**config.mk**
```make
export PLATFORM = sky130hd
export DESIGN_NAME = cache_mem_responder
export DESIGN_NICKNAME = d
export VERILOG_FILES = /design/src/rtl/cache_mem_responder.sv
export SDC_FILE = /design/constraint.sdc
export NUM_CORES = 1
export LEC_CHECK = 0
export ABC_AREA = 1
export CAP_MARGIN = 15
export CORE_MARGIN = 2
export CORE_UTILIZATION = 41
export CTS_CLUSTER_SIZE = 14
export DETAILED_ROUTE_END_ITERATION = 8
export HOLD_SLACK_MARGIN = 0.12
export PLACE_DENSITY = 0.73
export SLEW_MARGIN = 10
export SYNTH_ARGS = -nofsm -noshare
export SYNTH_HDL_FRONTEND = slang
export SYNTH_SLANG_ARGS = --single-unit
```
**constraint.sdc**
```tcl
create_clock -name clk -period 2 [get_ports clk]
set_input_delay 0.4 -clock clk [delete_from_list [all_inputs] [get_ports clk]]
set_output_delay 0.4 -clock clk [all_outputs]
set_load 0.01 [all_outputs]
```
**src/rtl/cache_mem_responder.sv**
```systemverilog
// Cache-side responder: serves line/word reads and writebacks from a word-wide
// synchronous RAM port, one transaction at a time, with optional idle gaps between beats.
module cache_mem_responder #(
    parameter int MEM_AW   = 16,
    parameter int BEAT_GAP = 0
) (
    input  logic              clk,
    input  logic              rst,
    input  logic              rd_req,
    input  logic [2:0]        rd_type,
    input  logic [31:0]       rd_addr,
    output logic              rd_rdy,
    output logic              ret_valid,
    output logic              ret_last,
    output logic [31:0]       ret_data,
    input  logic              wr_req,
    input  logic [2:0]        wr_type,
    input  logic [31:0]       wr_addr,
    input  logic [3:0]        wr_wstrb,
    input  logic [127:0]      wr_data,
    output logic              wr_rdy,
    output logic              mem_en,
    output logic [3:0]        mem_we,
    output logic [MEM_AW-1:0] mem_addr,
    output logic [31:0]       mem_wdata,
    input  logic [31:0]       mem_rdata
);
    localparam logic [1:0] ST_IDLE   = 2'd0;
    localparam logic [1:0] ST_RD     = 2'd1;
    localparam logic [1:0] ST_WR     = 2'd2;
    localparam logic [2:0] TYPE_LINE = 3'b100;
    localparam logic [2:0] GAP       = 3'(BEAT_GAP);

    logic [1:0]        state_q, state_d;
    logic              line_q, line_d;
    logic [MEM_AW-1:0] base_q, base_d;
    logic [127:0]      data_q, data_d;
    logic [3:0]        strb_q, strb_d;
    logic [1:0]        k_q, k_d;
    logic [1:0]        cnt_q, cnt_d;
    logic [2:0]        gap_q, gap_d;
    logic              mem_en_q, mem_en_d;
    logic [3:0]        mem_we_q, mem_we_d;
    logic [MEM_AW-1:0] mem_addr_q, mem_addr_d;
    logic [31:0]       mem_wdata_q, mem_wdata_d;
    logic              mem_last_q, mem_last_d;
    logic              ret_valid_q, ret_valid_d;
    logic              ret_last_q, ret_last_d;

    logic              issue, iss_line, iss_wr;
    logic [1:0]        iss_k;
    logic [MEM_AW-1:0] iss_base;
    logic [127:0]      iss_data;
    logic [3:0]        iss_strb;

    // Byte offsets and address bits above the RAM size are intentionally dropped.
    logic unused_addr_bits;
    assign unused_addr_bits = ^{rd_addr[31:MEM_AW+2], rd_addr[1:0],
                                wr_addr[31:MEM_AW+2], wr_addr[1:0]};

    always_comb begin
        state_d     = state_q;
        line_d      = line_q;
        base_d      = base_q;
        data_d      = data_q;
        strb_d      = strb_q;
        k_d         = k_q;
        cnt_d       = cnt_q;
        gap_d       = gap_q;
        mem_en_d    = 1'b0;
        mem_we_d    = 4'h0;
        mem_addr_d  = mem_addr_q;
        mem_wdata_d = mem_wdata_q;
        mem_last_d  = 1'b0;
        issue       = 1'b0;
        iss_line    = line_q;
        iss_wr      = (state_q == ST_WR);
        iss_k       = k_q;
        iss_base    = base_q;
        iss_data    = data_q;
        iss_strb    = strb_q;
        // Read data arrives the cycle after a read issue; tag it with the issue's last flag.
        ret_valid_d = (state_q == ST_RD) && mem_en_q;
        ret_last_d  = (state_q == ST_RD) && mem_en_q && mem_last_q;

        case (state_q)
            ST_IDLE: begin
                if (wr_req) begin
                    state_d  = ST_WR;
                    line_d   = (wr_type == TYPE_LINE);
                    base_d   = wr_addr[MEM_AW+1:2];
                    data_d   = wr_data;
                    strb_d   = wr_wstrb;
                    cnt_d    = line_d ? 2'd3 : 2'd0;
                    issue    = 1'b1;
                    iss_wr   = 1'b1;
                    iss_line = line_d;
                    iss_k    = 2'd0;
                    iss_base = base_d;
                    iss_data = wr_data;
                    iss_strb = wr_wstrb;
                end else if (rd_req) begin
                    state_d  = ST_RD;
                    line_d   = (rd_type == TYPE_LINE);
                    base_d   = rd_addr[MEM_AW+1:2];
                    cnt_d    = line_d ? 2'd3 : 2'd0;
                    issue    = 1'b1;
                    iss_wr   = 1'b0;
                    iss_line = line_d;
                    iss_k    = 2'd0;
                    iss_base = base_d;
                end
            end
            ST_RD, ST_WR: begin
                if (gap_q != 3'd0) begin
                    gap_d = gap_q - 3'd1;
                end else if (cnt_q != 2'd0) begin
                    issue = 1'b1;
                    cnt_d = cnt_q - 2'd1;
                end
                if ((state_q == ST_RD) ? ret_last_q : (mem_en_q && mem_last_q)) begin
                    state_d = ST_IDLE;
                end
            end
            default: state_d = ST_IDLE;
        endcase

        if (issue) begin
            mem_en_d    = 1'b1;
            mem_last_d  = !iss_line || (iss_k == 2'd3);
            mem_addr_d  = iss_line ? {iss_base[MEM_AW-1:2], iss_k} : iss_base;
            mem_we_d    = !iss_wr ? 4'h0 : (iss_line ? 4'hf : iss_strb);
            mem_wdata_d = iss_line ? iss_data[{iss_k, 5'd0} +: 32] : iss_data[31:0];
            k_d         = iss_k + 2'd1;
            gap_d       = GAP;
        end
    end

    always_ff @(posedge clk) begin
        if (rst) begin
            state_q     <= ST_IDLE;
            line_q      <= 1'b0;
            base_q      <= '0;
            data_q      <= '0;
            strb_q      <= 4'h0;
            k_q         <= 2'd0;
            cnt_q       <= 2'd0;
            gap_q       <= 3'd0;
            mem_en_q    <= 1'b0;
            mem_we_q    <= 4'h0;
            mem_addr_q  <= '0;
            mem_wdata_q <= 32'h0;
            mem_last_q  <= 1'b0;
            ret_valid_q <= 1'b0;
            ret_last_q  <= 1'b0;
        end else begin
            state_q     <= state_d;
            line_q      <= line_d;
            base_q      <= base_d;
            data_q      <= data_d;
            strb_q      <= strb_d;
            k_q         <= k_d;
            cnt_q       <= cnt_d;
            gap_q       <= gap_d;
            mem_en_q    <= mem_en_d;
            mem_we_q    <= mem_we_d;
            mem_addr_q  <= mem_addr_d;
            mem_wdata_q <= mem_wdata_d;
            mem_last_q  <= mem_last_d;
            ret_valid_q <= ret_valid_d;
            ret_last_q  <= ret_last_d;
        end
    end

    assign wr_rdy    = (state_q == ST_IDLE);
    assign rd_rdy    = (state_q == ST_IDLE) && !wr_req;
    assign ret_valid = ret_valid_q;
    assign ret_last  = ret_last_q;
    assign ret_data  = mem_rdata;
    assign mem_en    = mem_en_q;
    assign mem_we    = mem_we_q;
    assign mem_addr  = mem_addr_q;
    assign mem_wdata = mem_wdata_q;

endmodule
```
==> results of run 1 <==
## worst paths after layout
kind / end / slack (ns) / cells past startpoint
worst max-delay path: wr_rdy / 0.08 / 4
worst min-delay path: cnt_q[0] / 0.32 / 4
worst max register to register: mem_wdata[16] / 0.11 / 12
worst min register to register: mem_wdata[17] / 0.45 / 2
## per-layer routing
layer | wire length [um] | up-vias
li1 | - | 5066
met1 | 12300 | 4527
met2 | 14100 | 335
met3 | 2440 | 72
met4 | 1290 | 0
met5 | 0 | -
## sequential cells by signal, summed over array words and instances (netlist names), 2 cells and up
| register | cells |
|---|---|
| state_q | 2 |
| mem_addr | 16 |
| cnt_q | 2 |
| k_q | 2 |
| base_q | 16 |
| mem_wdata | 32 |
| data_q | 128 |
| strb_q | 4 |
| mem_we | 4 |
| gap_q | 3 |
## worst max-delay path: cells and delay by family (launching register included)
kind | cells | cell delay [ns]
adders and majority gates | 1 | 0.18
buffers and inverters | 3 | 0.48
DFF | 1 | 0.35
## kinds of logic after synthesis
family | synth area share
AO/OA/AOI/OAI | 0.0873
AND/OR/NAND/NOR | 0.322
flip-flops | 0.439
buffers and inverters | 0.133
adder cells (fa/ha/maj) | 0.0103
multiplexers | 0.00821
## what timing repair did
| action | CTS | global route |
|---|---|---|
| pin swaps | 0 | 0 |
| endpoints found under the setup margin | 28 | 14 |
| resized for setup | 11 | 9 |
| gates cloned | 0 | 0 |
## metrics by stage
stage          setup TNS, ns  hold WS [ns]  instance area (um2)  power (mW)
2_1_floorplan              0         0.419                 9750        10.3
3_3_place_gp           -10.0         0.437                13200        14.1
3_5_place_dp          -12.09         0.439                13200        14.3
4_1_cts                    0         0.287                14000        18.7
5_1_grt                    0         0.307                14000        20.0
6_report                   0         0.315                14000        18.6
## power by group through the flow
| stage | Sequential [mW] | Combinational, mW | Clock (mW) |
|---|---|---|---|
| after global routing | 6.06 | 9.42 | 4.53 |
| after detailed placement | 6.01 | 8.32 | 0 |
| after global placement | 5.98 | 8.15 | 0 |
| after floorplan | 6.10 | 4.22 | 0 |
| after CTS | 5.94 | 8.42 | 4.35 |
| final | 5.94 | 8.41 | 4.29 |
## cells in the final DEF, fill, tap and decap left out, types with 2 or more instances in the layout
cell type,synthesis,routed
mux2i_1,8,8
dfxtp_1,214,212
clkbuf_8,0,5
nor2_1,144,144
bufinv_16,0,2
o21ai_0,66,62
nand2_1,489,487
clkbuf_16,0,23
a21oi_1,47,47
diode_2,0,2
o21a_1,2,2
o21ai_1,51,55
buf_4,37,119
clkdlybuf4s50_1,0,227
ha_1,8,7
clkinv_2,0,5
clkbuf_1,36,4
buf_12,0,22
nand2_2,1,2
buf_6,0,3
nand3_1,134,133
nand3_2,1,2
inv_1,175,173
or2_0,4,4
inv_2,4,6
## area by class of cell
class,count,share of cell area
clock buffer,32,0.0472
timing repair buffer,373,0.261
multi-input combinational,963,0.301
antenna,2,0.000358
inverter,180,0.0483
sequential,214,0.307
clock inverter,8,0.00671
tap,319,0.0286
==> run metrics, run 1 <==
post-route ant nets=0; Peak Freq=521 MHz; minimum clock period=1.92 ns; Final Max Tran Viols=0; clock root cell=clkbuf_16; Die ar.=0.0250 mm2; initial antenna violation count=1; crit start category=flop; Layout Cells excl Fill=2091; GRT busiest layer=met2; Int Power=12.0 mW; Worst-Margin Slew=0.788 ns; CTS tree=yes; status=finished, final reports clean; row count=56; Layout Skew=0.0259 ns; Syn Area/Cell=6.62 um2; Cells after Synth=1473; Seq pwr share=0.319; fill count=2171; MaxCap Viol Count=0; period utilisation layout=0.959; Num CTS Buffers=23; Worst Min Path Start=rst; DR vias=10000; DIE HEIGHT=158 um; placed cells=2049; Setup Viol. Count Final=0; Critical Path Source=state_q[0]; Placement Setup Slack=-0.276 ns; first-iteration detailed-routing DRC count=597; Post-Route WL=30.1 mm; hold crit path type=in -> reg; area share of the largest cell type after synthesis=0.439; Setup Buffers After CTS=0; met3 Use GR=0.0515; Commonest cells post-synth=nand2_1 (489), dfxtp_1 (214), inv_1 (175); core area=0.0234 mm2; synth top area cells=dfxtp_1 (44%), nand2_1 (19%), nand3_1 (6.9%); crit path DAT=1.52 ns; Post-synth EDFFs=0; VDD IR max=578 uV; net switching share of the total power=0.354; hold_buf cts=0; post-DR vias/cell=4.78; CP endpoint kind=output port; Cell variety after synth=27; synth-to-layout area growth=43.4%; IO Count=327; GR Util met2=0.419; critical-path maximum fanout=4; drt pass-1 iters=5; number of synthesis warnings=0; Yosys reg bits=214; storage element area=0.00429 mm2; grt met1 use=0.283; H-tree depth=1; Die Width=158 um; final net count=2001; first-pass GRT wire length=47.8 mm; Longest Clk Path Bufs=3; GRT Util Overall=0.240; final worst slack=0.0812 ns; clock slew at reported path FFs=0.06 ns; max incr delay on CP=0.35 ns; Synth Cell Area=0.00975 mm2; pin count of the biggest net entering global routing=148; Worst-Skew Late Latency=0.52 ns; Clock power frac=0.230; cell at the slowest stage of the critical path=dfxtp_2; endpoints failing hold=0; WL per Instance=14.4 um; clock tree sinks=214; Mapped Nets=1719; PortBufs=230; CP Class=reg -> out; RePlAce Congestion=0.898; logic gate share of total power=0.451; Power Density=1330 mW/mm2; # DRC=0; vias in the first global route=9722; unrepaired setup endpoints after global routing=no; Slew HR=0.475; Initial Utilization=0.417; async set-reset flop share out of synthesis=0; Leak=6.64 nW; Post-DP HPWL=21.3 mm; final core occ=0.597; Multi-input gate area=0.00420 mm2; cell taking the most area after synthesis=dfxtp_1; most numerous cell in the Yosys netlist=nand2_1; register area share after synthesis=0.439; GR Overflow Total=0; Main synth FF type=dfxtp_1; worst path cell trace=inv_2, ha_4, buf_4, dlygate4sd2_1; Worst EP required=1.60 ns; fraction of layout cells with a size suffix above 1=0.113; switching power=6.59 mW; worst r2r src=state_q[0]
Note: power is estimated with default switching activity, not from simulation.
==> inputs of run 2 (changes only) <==
--- a/config.mk
+++ b/config.mk
@@ -8,11 +8,11 @@
 export ABC_AREA = 1
 export CAP_MARGIN = 15
 export CORE_MARGIN = 2
-export CORE_UTILIZATION = 41
+export CORE_UTILIZATION = 46
 export CTS_CLUSTER_SIZE = 14
 export DETAILED_ROUTE_END_ITERATION = 8
 export HOLD_SLACK_MARGIN = 0.12
-export PLACE_DENSITY = 0.73
+export PLACE_DENSITY = 0.81
 export SLEW_MARGIN = 10
 export SYNTH_ARGS = -nofsm -noshare
 export SYNTH_HDL_FRONTEND = slang
==> run 2 against run 1 <==
Combinational power grew 2%. Non-clock buffer count fell by 4. Hold slack improved by 0.093 ns. Utilization increased by 7.1 points. Largest cell class unchanged. Final area down 0.13%. Clock skew fell by 0.011 ns.
==> run metrics, run 2 (same netlist as run 1, synthesis figures left out) <==
clock root cell=clkbuf_16; Worst EP required=2.41 ns; Placement Setup Slack=-0.268 ns; status=finished, final reports clean; crit start category=flop; final worst slack=0.0107 ns; row count=53; MaxCap Viol Count=0; post-route design area=0.0140 mm2; DP Area=0.0131 mm2; VDD IR max=732 uV; DIE HEIGHT=150 um; critical-path maximum fanout=41; GRT Util Overall=0.261; Tot Pwr=18.9 mW; GR Overflow Total=0; Die ar.=0.0224 mm2; commonest cells after routing, fill and taps aside=nand2_1 (488), clkdlybuf4s50_1 (227), dfxtp_1 (212); Final Max Tran Viols=0; Leak=6.65 nW; CTS tree=yes; synth-to-layout area growth=43.2%; endpoints failing hold=0; post-DR vias/cell=4.88; Longest Clk Path Bufs=3; period utilisation layout=0.995; Largest Register=data_q; max reg flops=128; Slew HR=0.524; Peak Freq=503 MHz; fraction of layout cells with a size suffix above 1=0.110; DR vias=9953; hold crit path type=in -> reg; Num CTS Buffers=23; Worst-Margin Slew=0.713 ns; post-route ant nets=0; drt pass-1 iters=6; clock slew at reported path FFs=0.06 ns; Layout Skew=0.0145 ns; most common cell after layout, fill and taps aside=nand2_1; first-iteration detailed-routing DRC count=584; minimum clock period=1.99 ns; RePlAce Congestion=0.872; WL per Instance=14.6 um; CP endpoint kind=flop; Worst-Skew Late Latency=0.51 ns; Die Width=150 um; hold_buf cts=0; pin count of the biggest net entering global routing=148; initial antenna violation count=1; Setup Viol. Count Final=0; final net count=1997; core area=0.0209 mm2; IO Count=327; Power Density=1350 mW/mm2; crit path DAT=2.40 ns; H-tree depth=1; CP Class=reg -> reg; Post-DP HPWL=21.1 mm; Initial Utilization=0.467; # DRC=0; TNS Setup=0 ns; clock tree sinks=214; Post-Route WL=29.8 mm; first-pass GRT wire length=46.9 mm; vias in the first global route=9773; PortBufs=230; antenna diode instance count=0
==> run 2: cell types whose count changed in the layout (fill, tap and decap cells not counted), moves of 2 or more <==
cell / previous run / this run
o21ai_0: 62 / 66
buf_4: 119 / 113
buf_12: 22 / 25
o21ai_1: 55 / 51
diode_2: 2 / 0
==> run 2: timing repair <==
action                     in CTS  in global routing
gates resized for setup        10                  5
setup endpoints to repair      20                  3
gates cloned                    0                  1
setup buffers                   0                  0
pin swaps                       0                  1
==> run 2: final cells by class <==
type                            count  area [um2]
Sequential cell                   214        4290
Inverter                          180         676
Multi-Input combinational cell    963        4210
Clock buffer                       32         649
Tap cell                          275         344
Clock inverter                      8         119
Fill cell                        1784        6930
Timing Repair Buffer              369        3680
==> run 2: metal layers <==
layer  share of wire  up-vias  track usage
li1                -     5045            -
met1            0.39     4502        0.303
met2            0.50      335        0.472
met3           0.074       69       0.0497
met4           0.036        2        0.100
met5         0.00044        -            0
==> run 2: through the flow <==
stage,hold WS [ns],cells,utilization
final,0.408,2041,0.668
after global routing,0.414,2041,0.668
after CTS,0.386,2040,0.666
after global placement,0.434,2000,0.629
after detailed placement,0.433,2000,0.629
after floorplan,0.419,1473,-
==> run 2: path summary, 6_finish.rpt <==
kind                    from  slack, ns           end  depth (start not counted)
setup / recovery  state_q[1]       0.01  mem_wdata[8]                         10
hold / removal           rst       0.41    base_q[10]                          5
setup reg to reg  state_q[1]       0.01  mem_wdata[8]                         10
hold reg to reg       k_q[1]       0.44        k_q[1]                          2
==> run 2: worst max-delay path, cell delays in order (launching register included) <==
cell and delay [ns]:
dfxtp_2 0.34, inv_2 0.08, ha_4 0.19, nand2_8 0.12, buf_12 0.20, o21ai_0 0.36, nand2_1 0.12, nand3_1 0.24
nand3_1 0.11, nand2_1 0.07, nand2_1 0.04
==> run 2: power by group <==
group | total (mW) | switching (mW) | internal, mW
clock network | 4.36 | 1.71 | 2.65
registers | 5.92 | 0.442 | 5.48
logic | 8.59 | 4.49 | 4.10
total | 18.9 | 6.64 | 12.2
==> inputs of run 3 (changes only) <==
--- a/config.mk
+++ b/config.mk
@@ -8,11 +8,10 @@
 export ABC_AREA = 1
 export CAP_MARGIN = 15
 export CORE_MARGIN = 2
-export CORE_UTILIZATION = 46
+export CORE_UTILIZATION = 34
 export CTS_CLUSTER_SIZE = 14
 export DETAILED_ROUTE_END_ITERATION = 8
 export HOLD_SLACK_MARGIN = 0.12
-export PLACE_DENSITY = 0.81
 export SLEW_MARGIN = 10
 export SYNTH_ARGS = -nofsm -noshare
 export SYNTH_HDL_FRONTEND = slang
==> run 3 against run 2 <==
Via count shrank 0.44%. Worst setup slack gained 0.059 ns. Final area grew 2.6%. Fmax grew 3.1%. Clock-buffer cell count grew 2. Register-to-register slack gained 0.06 ns. Global-route usage shrank 6.0 points. Clock skew shrank 0.00086 ns. Cell count grew 5.9%. Non-clock buffer count grew 13. Largest cell class unchanged. Largest power group unchanged.
==> run metrics, run 3 (same netlist as run 1, synthesis figures left out) <==
commonest cells after routing, fill and taps aside=nand2_1 (487), clkdlybuf4s50_1 (227), dfxtp_1 (212); first-pass GRT wire length=49.0 mm; WL per Instance=14.6 um; post-DR vias/cell=4.59; Buf/Inv on CP=5; R2R setup slack=0.07 ns; crit start category=flop; GR Overflow Total=0; synth-to-layout area growth=47.0%; clock slew at reported path FFs=0.06 ns; H-tree depth=1; Num CTS Buffers=26; drt pass-1 iters=5; worst path cell trace=inv_2, ha_4, buf_12, nand2_8, nand2_4, nor2_4, buf_12, buf_12, clkbuf_16, nand2_1, nand3_1, nand3_1, nand2_1, nand2_1; Largest Register=data_q; initial antenna violation count=2; Peak Freq=518 MHz; antenna diode instance count=0; IO Count=327; pin count of the biggest net entering global routing=148; fraction of layout cells with a size suffix above 1=0.122; r2r worst-path depth=14; period utilisation layout=0.965; # DRC=0; Setup Viol. Count Final=0; TNS Setup=0 ns; minimum clock period=1.93 ns; first-iteration detailed-routing DRC count=655; Layout Skew=0.0136 ns; hold crit path type=in -> reg; most common cell after layout, fill and taps aside=nand2_1; critical-path maximum fanout=12; hold_buf cts=0; Worst EP required=2.41 ns; final net count=2013; Worst-Skew Late Latency=0.52 ns; DIE HEIGHT=173 um; DR vias=9909; placed cells=2108; Die Width=173 um; Leak=6.78 nW; clock root cell=clkbuf_16; CP endpoint kind=flop; core area=0.0280 mm2; crit path DAT=2.34 ns; Longest Clk Path Bufs=3; clock tree sinks=214; endpoints failing hold=0; Critical Path Source=state_q[1]; Final Max Tran Viols=0; Top delay family on crit path=simple AND/OR/NAND/NOR gates; Post-Route WL=31.6 mm; total stage count of the critical path=14; vias in the first global route=9396; VDD IR max=593 uV; GRT Util Overall=0.201; worst r2r src=state_q[1]; unrepaired setup endpoints after global routing=yes; Worst-Margin Slew=0.739 ns; Power Density=1350 mW/mm2; max reg flops=128; Tot Pwr=19.3 mW; CTS tree=yes; final core occ=0.511; PortBufs=230; hold slack=0.397 ns; Initial Utilization=0.348; worst r2r dst=mem_wdata[28]; max incr delay on CP=0.34 ns; RePlAce Congestion=0.865; Post-DP HPWL=22.0 mm; cell at the slowest stage of the critical path=dfxtp_2; Die ar.=0.0300 mm2; MaxCap Viol Count=0; end of the critical path=mem_wdata[28]; row count=61; Slew HR=0.507; fill count=2796; Layout Cells excl Fill=2161; status=finished, final reports clean; post-route ant nets=0; CP Class=reg -> reg
## run 3: area by class of cell
type / count / area [um2] / share of cell area
flip-flops and latches: 214 / 4290 / 0.299
multi-input cells: 963 / 4230 / 0.295
repair buffers: 382 / 3830 / 0.267
clock buffers: 34 / 752 / 0.0525
inverters: 180 / 681 / 0.0475
well taps: 378 / 473 / 0.0330
clock inverters: 10 / 81.3 / 0.00568
## run 3: metal layers
| metal | vias to the layer above | wire (um) | track usage |
|---|---|---|---|
| met5 | - | 26 | 0 |
| met4 | 4 | 733 | 0.0484 |
| met3 | 55 | 2260 | 0.0515 |
| met2 | 283 | 14900 | 0.353 |
| met1 | 4483 | 13800 | 0.245 |
| li1 | 5084 | - | - |
## run 3: worst min-delay path, cell delays in order
cell,delay [ns]
buf_4,0.12
clkinv_1,0.09
buf_4,0.18
nand2_1,0.06
inv_1,0.04
## run 3: stage by stage
step                      area, um2  worst slack [ns]
final                         14300            0.0697
after global routing          14300           -0.0188
after CTS                     14100           0.00489
after detailed placement      13300            -0.263
after global placement        13300            -0.220
after floorplan                9750             0.182
## run 3: worst min path at each step
stage,start,to,slack [ns],cells after the start
floorplan,k_q[1],k_q[1],0.42,2
global placement,mem_addr[9],mem_addr[9],0.43,2
detailed placement,mem_addr[9],mem_addr[9],0.44,2
CTS,rst,line_q,0.38,5
global route,rst,line_q,0.41,5
finish,rst,line_q,0.40,5
## run 3: where the power goes
group	switching (mW)	internal, mW	total, mW	leakage (nW)
registers	0.458	5.48	5.94	1.77
logic	4.51	4.23	8.75	4.59
clock network	1.85	2.76	4.60	0.422
total	6.82	12.5	19.3	6.78
## run 3: repair_timing
item	4_1_cts	5_1_grt
gates resized for setup	11	21
setup endpoints to repair	33	32
buffers inserted	2	4
pin swaps	1	1
cloned	0	3
